[config.mk]
export PLATFORM = sky130hd
export DESIGN_NAME = branch_resolve_unit
export DESIGN_NICKNAME = d
export VERILOG_FILES = /design/src/rtl/branch_pkg.sv /design/src/rtl/branch_resolve_unit_pred_queue.sv /design/src/rtl/branch_resolve_unit.sv
export SDC_FILE = /design/constraint.sdc
export NUM_CORES = 1
export LEC_CHECK = 0
export CAP_MARGIN = 10
export CORE_ASPECT_RATIO = 0.9
export CORE_MARGIN = 5
export CORE_UTILIZATION = 43
export CTS_CLUSTER_DIAMETER = 150
export DETAILED_ROUTE_END_ITERATION = 7
export SKIP_LAST_GASP = 1
export SYNTH_ARGS = -nofsm -noshare
export SYNTH_HDL_FRONTEND = slang
export SYNTH_SLANG_ARGS = --single-unit
[constraint.sdc]
create_clock -name i_clk -period 9.8 [get_ports i_clk]
set_input_delay 2.45 -clock i_clk [delete_from_list [all_inputs] [get_ports i_clk]]
set_output_delay 2.45 -clock i_clk [all_outputs]
set_load 0.005 [all_outputs]
[src/rtl/branch_pkg.sv]
// Shared constants for the branch resolve unit: opcodes, FSM states and entry field widths.
package branch_pkg;

    localparam logic [6:0] OP_BRANCH = 7'b1100011;
    localparam logic [6:0] OP_JAL    = 7'b1101111;
    localparam logic [6:0] OP_JALR   = 7'b1100111;

    localparam int PC_W     = 32;
    localparam int TAKEN_W  = 1;
    localparam int UPD_PC_W = 8;

    typedef enum logic {
        ST_RUN     = 1'b0,
        ST_RECOVER = 1'b1
    } brState_t;

    // True for every opcode that gets an entry in the prediction queue.
    function automatic logic isControlOp(input logic [6:0] opcode);
        return (opcode == OP_BRANCH) || (opcode == OP_JAL) || (opcode == OP_JALR);
    endfunction

endpackage

[src/rtl/branch_resolve_unit_pred_queue.sv]
// Circular FIFO of in-flight predictions; clear wins over push and pop in the same cycle.
module pred_queue #(
    parameter int DEPTH = 4,
    parameter int W     = 8
) (
    input  logic                     i_clk,
    input  logic                     i_rst,
    input  logic                     i_push,
    input  logic                     i_pop,
    input  logic                     i_clear,
    input  logic [W-1:0]             i_data,
    output logic [W-1:0]             o_head,
    output logic [$clog2(DEPTH):0]   o_count
);

    localparam int PTR_W = $clog2(DEPTH);
    localparam int CNT_W = PTR_W + 1;

    logic [W-1:0]     r_mem [DEPTH];
    logic [PTR_W-1:0] r_wrPtr;
    logic [PTR_W-1:0] r_rdPtr;
    logic [CNT_W-1:0] r_count;

    always_ff @(posedge i_clk) begin
        if (i_rst) begin
            r_wrPtr <= '0;
            r_rdPtr <= '0;
            r_count <= '0;
        end else if (i_clear) begin
            r_wrPtr <= '0;
            r_rdPtr <= '0;
            r_count <= '0;
        end else begin
            if (i_push) begin
                r_wrPtr <= r_wrPtr + PTR_W'(1);
            end
            if (i_pop) begin
                r_rdPtr <= r_rdPtr + PTR_W'(1);
            end
            if (i_push && !i_pop) begin
                r_count <= r_count + CNT_W'(1);
            end else if (!i_push && i_pop) begin
                r_count <= r_count - CNT_W'(1);
            end
        end
    end

    // Storage carries no reset; the count alone decides which slots are live.
    always_ff @(posedge i_clk) begin
        if (i_push && !i_clear) begin
            r_mem[r_wrPtr] <= i_data;
        end
    end

    assign o_head  = r_mem[r_rdPtr];
    assign o_count = r_count;

endmodule

[src/rtl/branch_resolve_unit.sv]
// Compares each resolved control instruction with its queued gshare prediction,
// flushes and redirects on a mispredict, and feeds the outcome back to the predictor.
module branch_resolve_unit
    import branch_pkg::*;
#(
    parameter int DEPTH     = 4,
    parameter int GHR_W     = 8,
    parameter int FLUSH_CYC = 2,
    parameter int CNT_W     = 32
) (
    input  logic                i_clk,
    input  logic                i_rst,
    input  logic                i_enq_valid,
    output logic                o_enq_ready,
    input  logic [PC_W-1:0]     i_enq_pc,
    input  logic                i_enq_pred_taken,
    input  logic [PC_W-1:0]     i_enq_pred_target,
    input  logic [GHR_W-1:0]    i_enq_ghr,
    input  logic                i_res_valid,
    input  logic                i_res_taken,
    input  logic [PC_W-1:0]     i_res_target,
    output logic                o_flush,
    output logic [PC_W-1:0]     o_redirect_pc,
    output logic                o_upd_valid,
    output logic [UPD_PC_W-1:0] o_upd_pc,
    output logic                o_upd_taken,
    output logic [GHR_W-1:0]    o_upd_ghr,
    output logic [CNT_W-1:0]    o_resolved_cnt,
    output logic [CNT_W-1:0]    o_mispred_cnt,
    output logic                o_err_underflow
);

    localparam int ENTRY_W = PC_W + TAKEN_W + PC_W + GHR_W;
    localparam int QCNT_W  = $clog2(DEPTH) + 1;
    localparam int RCNT_W  = $clog2(FLUSH_CYC + 1);

    brState_t            r_state;
    brState_t            w_stateNext;
    logic [RCNT_W-1:0]   r_cnt;
    logic [RCNT_W-1:0]   w_cntNext;

    logic [ENTRY_W-1:0]  w_enqEntry;
    logic [ENTRY_W-1:0]  w_headEntry;
    logic [QCNT_W-1:0]   w_count;
    logic [PC_W-1:0]     w_headPc;
    logic                w_headTaken;
    logic [PC_W-1:0]     w_headTarget;
    logic [GHR_W-1:0]    w_headGhr;

    logic                w_isRun;
    logic                w_push;
    logic                w_resolve;
    logic                w_underflow;
    logic                w_mispredict;
    logic                w_squash;

    logic                r_flush;
    logic [PC_W-1:0]     r_redirectPc;
    logic                r_updValid;
    logic [UPD_PC_W-1:0] r_updPc;
    logic                r_updTaken;
    logic [GHR_W-1:0]    r_updGhr;
    logic [CNT_W-1:0]    r_resolvedCnt;
    logic [CNT_W-1:0]    r_mispredCnt;
    logic                r_errUnderflow;

    assign w_enqEntry   = {i_enq_pc, i_enq_pred_taken, i_enq_pred_target, i_enq_ghr};
    assign w_headPc     = w_headEntry[ENTRY_W-1 -: PC_W];
    assign w_headTaken  = w_headEntry[PC_W+GHR_W];
    assign w_headTarget = w_headEntry[PC_W+GHR_W-1 -: PC_W];
    assign w_headGhr    = w_headEntry[GHR_W-1:0];

    assign w_isRun      = (r_state == ST_RUN);
    assign o_enq_ready  = (w_count != QCNT_W'(DEPTH)) && w_isRun;
    assign w_push       = i_enq_valid && o_enq_ready;
    assign w_resolve    = w_isRun && i_res_valid && (w_count != '0);
    assign w_underflow  = w_isRun && i_res_valid && (w_count == '0);
    assign w_mispredict = (i_res_taken != w_headTaken) ||
                          (i_res_taken && w_headTaken && (i_res_target != w_headTarget));
    assign w_squash     = w_resolve && w_mispredict;

    pred_queue #(
        .DEPTH (DEPTH),
        .W     (ENTRY_W)
    ) u_predQueue (
        .i_clk   (i_clk),
        .i_rst   (i_rst),
        .i_push  (w_push),
        .i_pop   (w_resolve),
        .i_clear (w_squash),
        .i_data  (w_enqEntry),
        .o_head  (w_headEntry),
        .o_count (w_count)
    );

    always_ff @(posedge i_clk) begin
        if (i_rst) begin
            r_state <= ST_RUN;
            r_cnt   <= '0;
        end else begin
            r_state <= w_stateNext;
            r_cnt   <= w_cntNext;
        end
    end

    // Leaving RECOVER on the decrement that reaches zero keeps enq_ready low for exactly FLUSH_CYC cycles.
    always_comb begin
        w_stateNext = r_state;
        w_cntNext   = r_cnt;
        case (r_state)
            ST_RUN: begin
                if (w_squash) begin
                    w_stateNext = ST_RECOVER;
                    w_cntNext   = RCNT_W'(FLUSH_CYC);
                end
            end
            ST_RECOVER: begin
                if (r_cnt <= RCNT_W'(1)) begin
                    w_stateNext = ST_RUN;
                    w_cntNext   = '0;
                end else begin
                    w_cntNext   = r_cnt - RCNT_W'(1);
                end
            end
            default: begin
                w_stateNext = ST_RUN;
                w_cntNext   = '0;
            end
        endcase
    end

    always_ff @(posedge i_clk) begin
        if (i_rst) begin
            r_flush        <= 1'b0;
            r_redirectPc   <= '0;
            r_updValid     <= 1'b0;
            r_updPc        <= '0;
            r_updTaken     <= 1'b0;
            r_updGhr       <= '0;
            r_resolvedCnt  <= '0;
            r_mispredCnt   <= '0;
            r_errUnderflow <= 1'b0;
        end else begin
            r_flush    <= w_squash;
            r_updValid <= w_resolve;
            if (w_resolve) begin
                r_updPc    <= w_headPc[UPD_PC_W-1:0];
                r_updTaken <= i_res_taken;
                r_updGhr   <= w_headGhr;
                if (r_resolvedCnt != '1) begin
                    r_resolvedCnt <= r_resolvedCnt + CNT_W'(1);
                end
            end
            if (w_squash) begin
                r_redirectPc <= i_res_taken ? i_res_target : (w_headPc + PC_W'(4));
                if (r_mispredCnt != '1) begin
                    r_mispredCnt <= r_mispredCnt + CNT_W'(1);
                end
            end
            if (w_underflow) begin
                r_errUnderflow <= 1'b1;
            end
        end
    end

    assign o_flush         = r_flush;
    assign o_redirect_pc   = r_redirectPc;
    assign o_upd_valid     = r_updValid;
    assign o_upd_pc        = r_updPc;
    assign o_upd_taken     = r_updTaken;
    assign o_upd_ghr       = r_updGhr;
    assign o_resolved_cnt  = r_resolvedCnt;
    assign o_mispred_cnt   = r_mispredCnt;
    assign o_err_underflow = r_errUnderflow;

endmodule

# Yosys cells after proc, flatten, opt, wreduce, memory -nomap -nowiden
# Memory sizes are Yosys's and may differ from the RTL's. A register that Yosys moved wholly into a read port is not among the register bits.
# Cells that the tools add are included.
dict set report totals {
  register_bits 126
  n_memories 1
  out_inout_bits 117
  elab_cells 65
  ramBits 292
}
dict set report op_classes {
  n_lt_le_gt_ge 1
  n_reduce_logical 21
  bitwise_logic 1
  n_eq_ne 6
  n_mux 13
  addsub 8
}
# name depth width read_ports rd_ports_with_merged_regs write_ports line
set memory_table {}
lappend memory_table {u_predQueue.r_mem 4 73 1 1 1 branch_resolve_unit_pred_queue.sv:19} ;# logic [W-1:0] r_mem [DEPTH];
# operator count
set op_table {}
lappend op_table {{32-bit by 1-bit adder with 32-bit output, second input constant} 2}
lappend op_table {{32-bit inequality test, second input constant} 2}
lappend op_table {{32-bit by 3-bit adder with 32-bit output, second input constant} 1}
lappend op_table {{32-bit two-way mux} 1}
lappend op_table {{32-bit inequality test} 1}
lappend op_table {{1-bit logical AND} 11}
lappend op_table {{2-bit two-way mux} 4}
lappend op_table {{3-bit two-way mux} 2}
lappend op_table {{2-bit by 1-bit adder with 2-bit output, second input constant} 2}
lappend op_table {{1-bit two-way mux} 4}
lappend op_table {{2-bit one-hot mux with 2 select lines} 1}
lappend op_table {{2-bit AND reduction} 2}
lappend op_table {{3-bit by 1-bit adder with 3-bit output, second input constant} 1}
lappend op_table {{1-bit logical NOT} 3}
lappend op_table {{3-bit logical NOT} 1}
lappend op_table {{3-bit inequality test, second input constant} 1}
lappend op_table {{3-bit nonzero test} 1}
lappend op_table {{3-bit by 1-bit subtractor with 3-bit output, second input constant} 1}
lappend op_table {{2-bit by 1-bit less-or-equal comparator with 1-bit output, second input constant} 1}
lappend op_table {{2-bit by 1-bit inequality test with 1-bit output, second input constant} 1}
lappend op_table {{1-bit one-hot mux with 2 select lines} 1}
lappend op_table {{2-bit nonzero test} 1}
lappend op_table {{2-bit OR reduction} 1}
lappend op_table {{2-bit by 1-bit subtractor with 2-bit output, second input constant} 1}
lappend op_table {{3 further kinds} 3}

# Longest topological paths before layout
# Gate-level depths: netlist of the first run.
dict set report depth {
  word_depth 8
  mapped_depth 15
}

# Modules after synthesis
# A second synthesis of the first run with hierarchy kept.
dict set report hier_totals {
  cells_unflattened 1185
  area_unflattened_um2 17494.3
}
# mod instances area_per_inst_um2 seq_area_each_um2 cells_each
set modules_own_cells {}
lappend modules_own_cells {pred_queue 1 11036.8 8948.6 425}
lappend modules_own_cells {branch_resolve_unit 1 6457.4 2382.3 760}

# Worst setup path after synthesis of the first run
# Ideal clock, no wire load.
dict set report synth_path {
  kind {input port to flip-flop}
  startpoint {in i_res_taken}
  endpoint {mem u_predQueue.r_mem[0][0] (netlist name) (enable)}
  t_arrival_ns 5.785
  t_required_ns 9.361
  path_slack_ns 3.576
  stages 7
  setup_time_ns 0.439
  path_cell_list {ha_1 or3_1 a2111oi_0 a31o_2 buf_4 buf_2 and3_1}
}
dict set report synth_via {
  elab_chain_len 8
  word_cells_on_any_way 9
  classes_between {1 x eq/ne; 2 x mux; 6 x reduce/logical}
}
# item line
set synth_rtl {}
lappend synth_rtl {{start: declaration} branch_resolve_unit.sv:20} ;# input logic i_res_taken,
lappend synth_rtl {{1-bit logical AND (2 in series)} branch_resolve_unit.sv:79} ;# (i_res_taken && w_headTaken && (i_res_target != w_headTarget));
lappend synth_rtl {{1-bit logical OR *} branch_resolve_unit.sv:78} ;# assign w_mispredict = (i_res_taken != w_headTaken) ||
lappend synth_rtl {{1-bit logical AND *} branch_resolve_unit.sv:80} ;# assign w_squash = w_resolve && w_mispredict;
lappend synth_rtl {{1-bit logical NOT *} branch_resolve_unit_pred_queue.sv:50} ;# if (i_push && !i_clear) begin
lappend synth_rtl {{1-bit logical AND *} branch_resolve_unit_pred_queue.sv:50}
lappend synth_rtl {{1-bit two-way mux *} branch_resolve_unit_pred_queue.sv:50}
lappend synth_rtl {{1-bit two-way mux (not written as such) *} branch_resolve_unit_pred_queue.sv:51} ;# r_mem[r_wrPtr] <= i_data;
lappend synth_rtl {{end: declaration} branch_resolve_unit_pred_queue.sv:19}
# Mark *: on every way between the ends. The rest lies on a longest branch, timed or not.

# Worst setup path after layout of the first run
dict set report layout_path {
  startpoint {in i_res_taken}
  endpoint {mem u_predQueue.r_mem[3][2] (netlist name) (enable)}
}
# The elaborated chain is that of the path after synthesis.

==> impl_results.md, run 1 <==
* Critical path destination: u_predQueue.r_mem[3][2]$_DFFE_PP_
* Commonest cells after routing, fill and taps aside: sky130_fd_sc_hd__edfxtp_1 (292), sky130_fd_sc_hd__clkdlybuf4s50_1 (225), sky130_fd_sc_hd__dfxtp_1 (126)
* Most used DFF post-synth: sky130_fd_sc_hd__edfxtp_1
* Seq/Total Area, Yosys at 0.656
* Final critical-path required period at between 6 and 7 ns
* Layout cells sized above 1 at 0.112
* Top-Level Pins at 227
* Worst Tran Pin Value at 1.04 ns
* Unique masters post-synth at 56
* Buffer cell driving the clock tree root: sky130_fd_sc_hd__clkbuf_16
* Total Neg Setup Slack at 0 ns
* Syn avg cell area at 14.5 um^2
* DR pass1 iterations at 5
* Category of the worst setup path launch point: primary input
* Setup slack at placement at 2.58 ns
* Required time worst endpoint at 9.97 ns
* Syn nets at 1,313
* TritonCTS clock tree: built
* Number of standard-cell rows in the floorplan at 69
* Vias in the first global route at between 10,000 and 15,000
* Power density over the cells at 245 nW/um^2
* Instance count after placement with tap cells included at 1,904
* Vias at 10,600
* Total Die Area at about 44,000 um^2
* Post-detailed-routing wire length at 42,200 um
* Post-synthesis share of cell area spent on full adders, half adders and majority gates at 0.00768
* Warnings, synthesis at 0
* EDFF count, synth at 292
* Tightest Hold Check Type: reg2reg
* Final net count at 1,537
* Cell leakage power at 6.85 nW
* Share of the cycle needed by the critical path after routing at 0.674
* Number of clock sinks at 420
* Max Transition Viols Final at 0
* Worst R2R End: u_predQueue.r_mem[3][2]$_DFFE_PP_
* Post-DP HPWL at 28,400 um
* Bufs on Longest Clock Path at 3
* Clock insertion delay at the later pin of the skew report at 0.54 ns
* Most common cell after layout, fill and taps aside: sky130_fd_sc_hd__edfxtp_1
* Register-to-register path setup slack at 4.27 ns
* Post-route DRC violation count at 0
* 1st-iter DRT viols at 911
* FILL cells at 3,260
* Share of the synthesized netlist area taken by xor and xnor gates at 0.0472
* Final estimated routing congestion in global placement at 0.804
* Setup repair after global routing missed its margin: false
* Overflow after GRT at 0
* Startpoint of the lowest-slack hold path: o_upd_ghr[7]$_SDFFE_PP0P_
* Max H-tree Level at 2
* Synthesis-to-finish area growth at 23.8%
* Critical path class: in2reg
* Smallest setup slack after layout at 3.19 ns
* Compound-gate portion of the synthesized area at 0.0399
* Syn Inst Count at 1,193
* Chip width at around 220 um
* Total of flip-flops plus latches after synthesis at 420
* Overall power of the completed layout at around 5.2 mW
* Critical path peak fanout at 89
* Share of synthesized registers carrying an async set or reset at 0
* Global-route wire length before repair at 64,400 um
* Multiplexer share of the synthesized area at 0.118
* Starting density of the core at 0.436
* Max Clk Rate at ~0.15 GHz
* WP data arrival at between 6 and 7 ns
* Combinational family with the most area after synthesis: multiplexers
* Max Cap Viol at 0
* Post-CTS setup buffers at 0
* Post-synthesis instance area at 17,300 um^2
* Port-buffer cells at 226
* Total global-route track usage at 0.185
* Final-report setup violation count at 0
* Maximum resistive drop on vdd at approximately 130 uV
* Area fraction in and, or, nand and nor cells after synthesis at 0.107
* Number of antenna diodes at 0
* Gates resized, CTS repair at 0
* Hold slack final at 0.452 ns
* Crit. End Element: register
* Startpoint of the worst setup timing path: i_res_taken
* Number of buffers created by CTS at 43
* Final number of hold-violating endpoints at 0
* Length in cells of the worst reg-to-reg path at 8
* Pin count of the biggest net entering global routing at 90
* Wirelength per Cell at around 21 um
* Headroom to the max-slew limit at 0.309
* Placeable Area at 39,600 um^2
* Post-route antenna net violation count at 0
* Result of the run: completed
* Register clock-pin slew on the reported worst setup and hold paths at 0.06 ns
* Drt via density at 5.36
* Non-filler cells, final at 1,982
* Cts hold-fix bufs at 0
* Antenna violations before repair at 2
* Die H at 200 um
* Worst Clk Skew at 0.0191 ns
[cells in the mapped netlist, types with 11 or more instances]
cell	instances	area, um^2
sky130_fd_sc_hd__nor3_1	12	60.1
sky130_fd_sc_hd__edfxtp_1	292	8770
sky130_fd_sc_hd__xor2_1	24	210
sky130_fd_sc_hd__nand3_1	33	165
sky130_fd_sc_hd__or4_1	11	82.6
sky130_fd_sc_hd__a21oi_1	51	255
sky130_fd_sc_hd__or3_1	24	150
sky130_fd_sc_hd__xnor2_1	69	604
sky130_fd_sc_hd__mux2i_1	32	320
sky130_fd_sc_hd__mux4_2	72	1620
sky130_fd_sc_hd__nand2_1	92	345
sky130_fd_sc_hd__dfxtp_1	128	2560
sky130_fd_sc_hd__inv_1	19	71.3
sky130_fd_sc_hd__o21ai_0	27	135
sky130_fd_sc_hd__o2bb2ai_1	11	96.3
sky130_fd_sc_hd__clkbuf_1	33	124
sky130_fd_sc_hd__nor2_1	92	345
sky130_fd_sc_hd__nand4_1	36	225
[area by class of cell]
cell class	count	area, um^2	share of cell area
Clock inverter	18	154	0.00720
Sequential cell	420	11300	0.531
Timing Repair Buffer	238	2350	0.110
Inverter	21	78.8	0.00369
Clock buffer	60	1220	0.0572
Multi-Input combinational cell	693	5560	0.260
Tap cell	532	666	0.0311
[logic make-up (layout without fill, tap and decap cells)]
group	count (synthesis)	after routing
AO/OA/AOI/OAI	117	117
XOR/XNOR	93	93
adder cells (fa/ha/maj)	10	10
buffers and inverters	80	337
flip-flops	420	420
multiplexers	112	112
AND/OR/NAND/NOR	361	361
[routing by layer]
layer  part of all wire  track usage  vias to the layer above
met4              0.017       0.0390                        4
met1               0.44        0.254                     5306
met3              0.059       0.0411                       55
li1                   -            -                     4966
met2               0.48        0.306                      302
met5            0.00064            0                        -
[state kept, by name (all words and copies together), names as in the netlist, named ones only]
name and flops:
u_predQueue.r_wrPtr 2, o_upd_taken 1, o_upd_ghr 8, o_mispred_cnt 32, o_upd_pc 8, u_predQueue.r_mem 292
o_upd_valid 1, o_err_underflow 1, u_predQueue.r_rdPtr 2, u_predQueue.o_count 3, r_state 1, o_resolved_cnt 32
o_redirect_pc 32, o_flush 1, r_cnt 2
[metrics by stage]
step / util / cell area (um^2)
finish: 0.539 / 21400
global route: 0.539 / 21400
CTS: 0.539 / 21400
detailed placement: 0.505 / 20000
global placement: 0.505 / 20000
floorplan: - / 17300
[how the worst min path moves through the flow]
stage	end	slack, ns	cells past startpoint
floorplan	o_redirect_pc[17]$_SDFFE_PP0P_	0.45	2
global placement	o_upd_ghr[7]$_SDFFE_PP0P_	0.44	2
detailed placement	o_upd_ghr[7]$_SDFFE_PP0P_	0.45	2
CTS	o_upd_ghr[7]$_SDFFE_PP0P_	0.46	2
global route	o_upd_pc[7]$_SDFFE_PP0P_	0.48	2
finish	o_upd_ghr[7]$_SDFFE_PP0P_	0.45	2
[where the power goes]
part / total (mW) / switching [mW] / leakage [nW] / internal, mW
registers: 2.33 / 0.140 / 3.70 / 2.19
logic: 1.31 / 0.696 / 2.47 / 0.617
clock network: 1.60 / 0.653 / 0.676 / 0.946
[critical path, cell delays in order]
cell and delay [ns]:
sky130_fd_sc_hd__clkdlybuf4s50_1 0.45, sky130_fd_sc_hd__buf_4 0.35, sky130_fd_sc_hd__ha_1 0.32, sky130_fd_sc_hd__or3_1 0.35
sky130_fd_sc_hd__a2111oi_0 0.48, sky130_fd_sc_hd__a31o_4 0.91, sky130_fd_sc_hd__and3_4 0.73, sky130_fd_sc_hd__buf_4 0.60
No activity file was read; power rests on OpenSTA's default activity.
==> run 2: changes to the inputs <==
==> constraint.sdc (replaced) <==
create_clock -name i_clk -period 6.8 [get_ports i_clk]
set_input_delay 1.7 -clock i_clk [delete_from_list [all_inputs] [get_ports i_clk]]
set_output_delay 1.7 -clock i_clk [all_outputs]
set_load 0.005 [all_outputs]
==> run 2 against run 1 <==
  * Sequential share of layout area is essentially flat
  * Via count grew 0.89%
  * Worst hold slack got worse by 0.00094 ns
  * Register-to-register slack got worse by 2.3 ns
  * Design area hardly changed
  * First-iteration DRC count down 19%
  * Core utilization is essentially flat
  * Die area unchanged
  * Cell count is 0.35% higher
  * Non-clock buffer count up 2
  * Power increased by 42%
  * Flip-flop and latch count unchanged
  * Highest routed layer unchanged
==> impl_results.md, run 2 (same netlist as run 1, synthesis figures left out) <==
* Final critical-path required period at 4.86 ns
* Global-route wire length before repair at 64,900 um (+0.70%)
* Number of buffers created by CTS at 44 (+2.3%)
* Final estimated routing congestion in global placement at 0.785 (-2.4%)
* TritonCTS clock tree: built
* Share of the cycle needed by the critical path after routing at 0.714
* Post-DP HPWL at 28,800 um (+1.4%)
* Crit. End Element: register
* Net switching power at 2.15 mW (+44%)
* Register clock-pin slew on the reported worst setup and hold paths at 0.06 ns (about the same)
* Vias at 10,700 (+0.89%)
* Max Transition Viols Final at 0 (unchanged)
* Clock insertion delay at the later pin of the skew report at 0.56 ns (+0.02 ns)
* Cell leakage power at 6.83 nW (-0.37%)
* Critical path peak fanout at 45 (-49%)
* Total Neg Setup Slack at 0 ns (unchanged)
* Worst Tran Pin Value at 0.938 ns (-0.0987 ns)
* Critical path class: reg2reg
* Bufs on Longest Clock Path at 3 (unchanged)
* Synthesis-to-finish area growth at 23.7% (about the same)
* Worst Clk Skew at 0.0323 ns (+0.0132 ns)
* Final-report setup violation count at 0 (unchanged)
* Post-route antenna net violation count at 0 (unchanged)
* Top-Level Pins at 227 (unchanged)
* 1st-iter DRT viols at 734 (-19%)
* Post-CTS setup buffers at 0 (unchanged)
* Most common cell after layout, fill and taps aside: sky130_fd_sc_hd__edfxtp_1
* Category of the worst setup path launch point: register
* Post-detailed-routing wire length at 42,200 um (+0.16%)
* Die H at 200 um (unchanged)
* Max Clk Rate at 0.206 GHz
* Pin count of the biggest net entering global routing at 85 (-5.6%)
* Maximum resistive drop on vdd at 170 uV (+36%)
* Vias in the first global route at 10,900 (+1.7%)
* Gates resized, CTS repair at 0 (unchanged)
* Post-route DRC violation count at 0 (unchanged)
* Final net count at 1,540 (+0.20%)
* Required time worst endpoint at 7.04 ns (-2.93 ns)
* Commonest cells after routing, fill and taps aside: sky130_fd_sc_hd__edfxtp_1 (292), sky130_fd_sc_hd__clkdlybuf4s50_1 (225), sky130_fd_sc_hd__dfxtp_1 (126)
* Most flop-heavy register: u_predQueue.r_mem
* WP data arrival at 5.09 ns (-1.68 ns)
* Total Die Area at 44,300 um^2 (unchanged)
* Switching power share of the total at 0.289 (+0.00475)
* FILL cells at 3,277 (+0.52%)
* Final number of hold-violating endpoints at 0 (unchanged)
* Comb power frac at 0.249 (about the same)
* Setup repair after global routing missed its margin: false
* Port-buffer cells at 226 (unchanged)
* Headroom to the max-slew limit at 0.374 (+0.0658)
* Number of clock sinks at 420 (unchanged)
* Total global-route track usage at 0.186 (+0.000969)
* Power density over the cells at 348 nW/um^2 (+42%)
* DR pass1 iterations at 5 (unchanged)
* Overflow after GRT at 0 (unchanged)
* Part of the total power dissipated in sequential elements at 0.455 (+0.010)
* Placeable Area at 39,600 um^2 (unchanged)
* Max H-tree Level at 2 (unchanged)
* Drt via density at 5.39 (+0.54%)
* Tightest Hold Check Type: reg2reg
* Number of standard-cell rows in the floorplan at 69 (unchanged)
* Post-Route Utilization at 0.539 (about the same)
* Max Cap Viol at 0 (unchanged)
* Max FFs per register at 292 (unchanged)
* Wirelength per Cell at 21.2 um (-0.19%)
* Clock share of power at 0.296 (-0.009)
* Hold slack final at 0.451 ns (-0.000940 ns)
* Layout cells sized above 1 at 0.113 (+0.000913)
* Internal power summed over all cells at 5.29 mW (+41%)
* Chip width at 221 um (unchanged)
* Cts hold-fix bufs at 0 (unchanged)
* Starting density of the core at 0.436 (unchanged)
* Buffer cell driving the clock tree root: sky130_fd_sc_hd__clkbuf_16
* Antenna violations before repair at 3 (+1)
* Result of the run: completed
run 2: final cells by class:
class	instances	area [um^2]	area share
antenna	1	2.50	0.000117
clock buffer	64	1200	0.0560
clock inverter	18	124	0.00580
inverter	21	78.8	0.00369
multi-input combinational	693	5560	0.260
sequential	420	11300	0.531
tap	532	666	0.0312
timing repair buffer	240	2390	0.112
run 2: final timing paths:
path | from | end | slack [ns] | cells after the start
worst min register to register | o_upd_ghr[1]$_SDFFE_PP0P_ | o_upd_ghr[1]$_SDFFE_PP0P_ | 0.45 | 2
worst min-delay path | o_upd_ghr[1]$_SDFFE_PP0P_ | o_upd_ghr[1]$_SDFFE_PP0P_ | 0.45 | 2
worst max-delay path | register | u_predQueue.r_mem[2][32]$_DFFE_PP_ | 1.94 | 8
worst max register to register | register | u_predQueue.r_mem[2][32]$_DFFE_PP_ | 1.94 | 8
run 2: per-layer routing:
| metal | vias to the layer above | global-route usage | share of wire |
|---|---|---|---|
| met2 | 339 | 0.309 | 0.48 |
| met5 | - | 0 | 0.00064 |
| li1 | 4983 | - | - |
| met1 | 5348 | 0.252 | 0.44 |
| met3 | 54 | 0.0448 | 0.064 |
| met4 | 4 | 0.0390 | 0.016 |
run 2: critical path, cell delays in order, from the launching register on:
cell and delay, ns:
sky130_fd_sc_hd__dfxtp_4 0.95, sky130_fd_sc_hd__buf_4 0.43, sky130_fd_sc_hd__mux4_2 0.57, sky130_fd_sc_hd__xnor2_1 0.18, sky130_fd_sc_hd__nand4_1 0.17, sky130_fd_sc_hd__a2111oi_0 0.59
sky130_fd_sc_hd__a31o_4 0.45, sky130_fd_sc_hd__and3_4 0.77, sky130_fd_sc_hd__buf_4 0.38
run 2: through the flow:
stage          cell area, um^2  power, mW  worst slack [ns]  cells
3_5_place_dp             20000       5.32              1.34   1906
3_3_place_gp             20000       5.30              1.36   1906
4_1_cts                  21400       7.54              1.76   1988
5_1_grt                  21400       7.81              1.49   1989
6_report                 21400       7.43              1.94   1989
2_1_floorplan            17300       4.66              1.20   1193
run 2: power by group through the flow:
stage	sequential [mW]	combinational, mW	clock, mW
6_report	3.38	1.85	2.20
5_1_grt	3.43	2.00	2.38
4_1_cts	3.39	1.88	2.27
3_5_place_dp	3.44	1.87	0
3_3_place_gp	3.43	1.87	0
2_1_floorplan	3.32	1.34	0
==> run 3: changes to the inputs <==
--- a/config.mk
+++ b/config.mk
@@ -11,6 +11,7 @@
 export CORE_UTILIZATION = 43
 export CTS_CLUSTER_DIAMETER = 150
 export DETAILED_ROUTE_END_ITERATION = 7
+export PLACE_DENSITY = 0.67
 export SKIP_LAST_GASP = 1
 export SYNTH_ARGS = -nofsm -noshare
 export SYNTH_HDL_FRONTEND = slang
==> constraint.sdc (replaced) <==
create_clock -name i_clk -period 4 [get_ports i_clk]
set_input_delay 1 -clock i_clk [delete_from_list [all_inputs] [get_ports i_clk]]
set_output_delay 1 -clock i_clk [all_outputs]
set_load 0.005 [all_outputs]
==> run 3 against run 2 <==
  * Combinational power rose by 91%
  * Largest cell class unchanged
  * Clock power rose by 80%
  * Core utilization up 0.94 points
  * Wire length rose by 1.4%
  * Flip-flop and latch count did not move
  * Fmax grew 42%
  * Highest routed layer unchanged
  * Critical endpoint is now u_predQueue.r_mem[3][49]$_DFFE_PP_
  * Die area unchanged
  * Clock-buffer cell count shrank 13
==> impl_results.md, run 3 (same netlist as run 1, synthesis figures left out) <==
* Buffer cell driving the clock tree root: sky130_fd_sc_hd__clkbuf_16
* Worst Tran Pin Value at 0.641 ns (-0.297 ns)
* Required time worst endpoint at 4.22 ns (-2.82 ns)
* Highest-delay cell along the critical path: sky130_fd_sc_hd__mux4_2
* Worst path buffer plus inverter count at 2 (unchanged)
* Cell leakage power at 6.99 nW (+2.4%)
* Max Cap Viol at 0 (unchanged)
* Overflow after GRT at 0 (unchanged)
* Pin count of the biggest net entering global routing at 68 (-20%)
* Non-filler cells, final at 2,002 (+0.65%)
* Met2 Routed Length at 19,600 um (-3.2%)
* Top-Level Pins at 227 (unchanged)
* Global-route wire length before repair at 65,200 um (+0.50%)
* Fin area at 21,700 um^2 (+1.7%)
* Placed Area at 20,300 um^2 (+1.5%)
* Post-DP HPWL at 29,600 um (+2.9%)
* Power density over the cells at 603 nW/um^2 (+73%)
* WP data arrival at 3.65 ns (-1.44 ns)
* Post-route antenna net violation count at 0 (unchanged)
* Starting density of the core at 0.436 (unchanged)
* Clock insertion delay at the later pin of the skew report at 0.55 ns (about the same)
* Routed wire length on met3 at 3200 um (+18%)
* Most common cell after layout, fill and taps aside: sky130_fd_sc_hd__edfxtp_1
* DR pass1 iterations at 5 (unchanged)
* Internal power summed over all cells at 9.38 mW (+77%)
* Part of the total power dissipated in sequential elements at 0.428 (-0.027)
* Post-route DRC violation count at 0 (unchanged)
* Vias at 10,900 (+1.9%)
* Max Transition Viols Final at 0 (unchanged)
* Number of standard-cell rows in the floorplan at 69 (unchanged)
* Net switching power at 3.73 mW (+74%)
* Chip width at 221 um (unchanged)
* 1st-iter DRT viols at 1,092 (+49%)
* Maximum resistive drop on vdd at 370 uV (+120%)
* Setup repair after global routing missed its margin: false
* Switching power share of the total at 0.284 (-0.00443)
* Final-report setup violation count at 0 (unchanged)
* Most flop-heavy register: u_predQueue.r_mem
* Layout cells sized above 1 at 0.125 (+0.0120)
* Highest routing layer actually used: met5
* FILL cells at 3,203 (-2.3%)
* Instance count after placement with tap cells included at 1,922 (+0.84%)
* Register clock-pin slew on the reported worst setup and hold paths at 0.06 ns (about the same)
* Crit. End Element: register
* Critical path class: reg2reg
* Overall power of the completed layout at 13.1 mW (+76%)
* Share of the cycle needed by the critical path after routing at 0.857 (+0.142)
* CP top delay family: simple AND/OR/NAND/NOR gates
* Category of the worst setup path launch point: register
* Number of clock sinks at 420 (unchanged)
* Ordered list of cells on the worst path: buf_12, mux4_2, xnor2_1, nand4_1, nor4_1, a31o_4, and3_4, buf_4
* Clock share of power at 0.302 (+0.006)
* Die H at 200 um (unchanged)
* Final critical-path required period at 3.43 ns (-1.43 ns)
* Final estimated routing congestion in global placement at 0.806 (+2.6%)
* Bufs on Longest Clock Path at 3 (unchanged)
* Max H-tree Level at 2 (unchanged)
* Total global-route track usage at 0.187 (+0.00164)
* Gates resized, CTS repair at 0 (unchanged)
* Post-detailed-routing wire length at 42,800 um (+1.4%)
* Total Die Area at 44,300 um^2 (unchanged)
* Cts hold-fix bufs at 0 (unchanged)
* Placeable Area at 39,600 um^2 (unchanged)
* Max FFs per register at 292 (unchanged)
* Result of the run: completed
* Drt via density at 5.46 (+1.2%)
* Post-CTS setup buffers at 0 (unchanged)
* Number of buffers created by CTS at 43 (-2.3%)
* Final number of hold-violating endpoints at 0 (unchanged)
* Vias in the first global route at 10,800 (-0.49%)
* Comb power frac at 0.270 (+0.021)
* Worst Clk Skew at 0.0304 ns (-0.00195 ns)
* Port-buffer cells at 226 (unchanged)
* Antenna violations before repair at 5 (+2)
* Max Clk Rate at 0.292 GHz (+42%)
* Wirelength per Cell at 21.4 um (+0.72%)
* Delay contributed by the slowest stage of the critical path at 0.61 ns (-0.34 ns)
* Commonest cells after routing, fill and taps aside: sky130_fd_sc_hd__edfxtp_1 (292), sky130_fd_sc_hd__clkdlybuf4s50_1 (225), sky130_fd_sc_hd__dfxtp_1 (126)
* Critical path peak fanout at 35 (-22%)
* TritonCTS clock tree: built
* M1 WL at 19,000 um (+2.3%)
* Synthesis-to-finish area growth at 25.8%
* Headroom to the max-slew limit at 0.572 (+0.198)
* Final net count at 1,555 (+0.97%)
* Tightest Hold Check Type: reg2reg
run 3: power by group through the flow:
stage / logic [mW] / registers (mW) / clock network, mW
2_1_floorplan: 2.35 / 5.62 / 0
3_3_place_gp: 3.54 / 5.68 / 0
3_5_place_dp: 3.57 / 5.70 / 0
4_1_cts: 3.60 / 5.61 / 4.03
5_1_grt: 3.83 / 5.66 / 4.20
6_report: 3.54 / 5.61 / 3.95
run 3: final cells by class:
class	instances	area (um^2)	area share
clock inverters	27	260	0.0120
repair buffers	256	2670	0.123
inverters	21	78.8	0.00363
multi-input cells	693	5580	0.257
well taps	532	666	0.0306
diodes	2	5.00	0.000230
flip-flops and latches	420	11300	0.522
clock buffers	51	1130	0.0519
run 3: worst register-to-register path, delay by kind of cell, from the launching register on:
family	cells	cell delay, ns
AOI/OAI and AO/OA	1	0.29
xor gates and xnor gates	1	0.16
buffers and inverters	2	0.58
DFF	1	0.39
muxes	1	0.64
and+or+nand+nor	3	1.07
run 3: per-layer routing:
| metal | vias up | global-route usage |
|---|---|---|
| li1 | 5004 | - |
| met1 | 5428 | 0.273 |
| met2 | 430 | 0.290 |
| met3 | 62 | 0.0416 |
| met4 | 6 | 0.0481 |
| met5 | - | 0 |
run 3: stage by stage:
stage / TNS, ns / util / hold slack, ns / setup slack (ns)
after floorplan: -1.03 / - / 0.449 / -0.00353
after global placement: 0 / 0.513 / 0.443 / 0.231
after detailed placement: 0 / 0.513 / 0.448 / 0.241
after CTS: 0 / 0.548 / 0.459 / 0.583
after global routing: 0 / 0.548 / 0.479 / 0.366
final: 0 / 0.548 / 0.455 / 0.574
run 3: path summary, 6_finish.rpt:
kind	from	cells past startpoint	to	slack [ns]
worst max-delay path	register	8	u_predQueue.r_mem[3][49]$_DFFE_PP_	0.57
worst min-delay path	o_upd_pc[5]$_SDFFE_PP0P_	2	o_upd_pc[5]$_SDFFE_PP0P_	0.45
worst max register to register	register	8	u_predQueue.r_mem[3][49]$_DFFE_PP_	0.57
worst min register to register	o_upd_pc[5]$_SDFFE_PP0P_	2	o_upd_pc[5]$_SDFFE_PP0P_	0.45
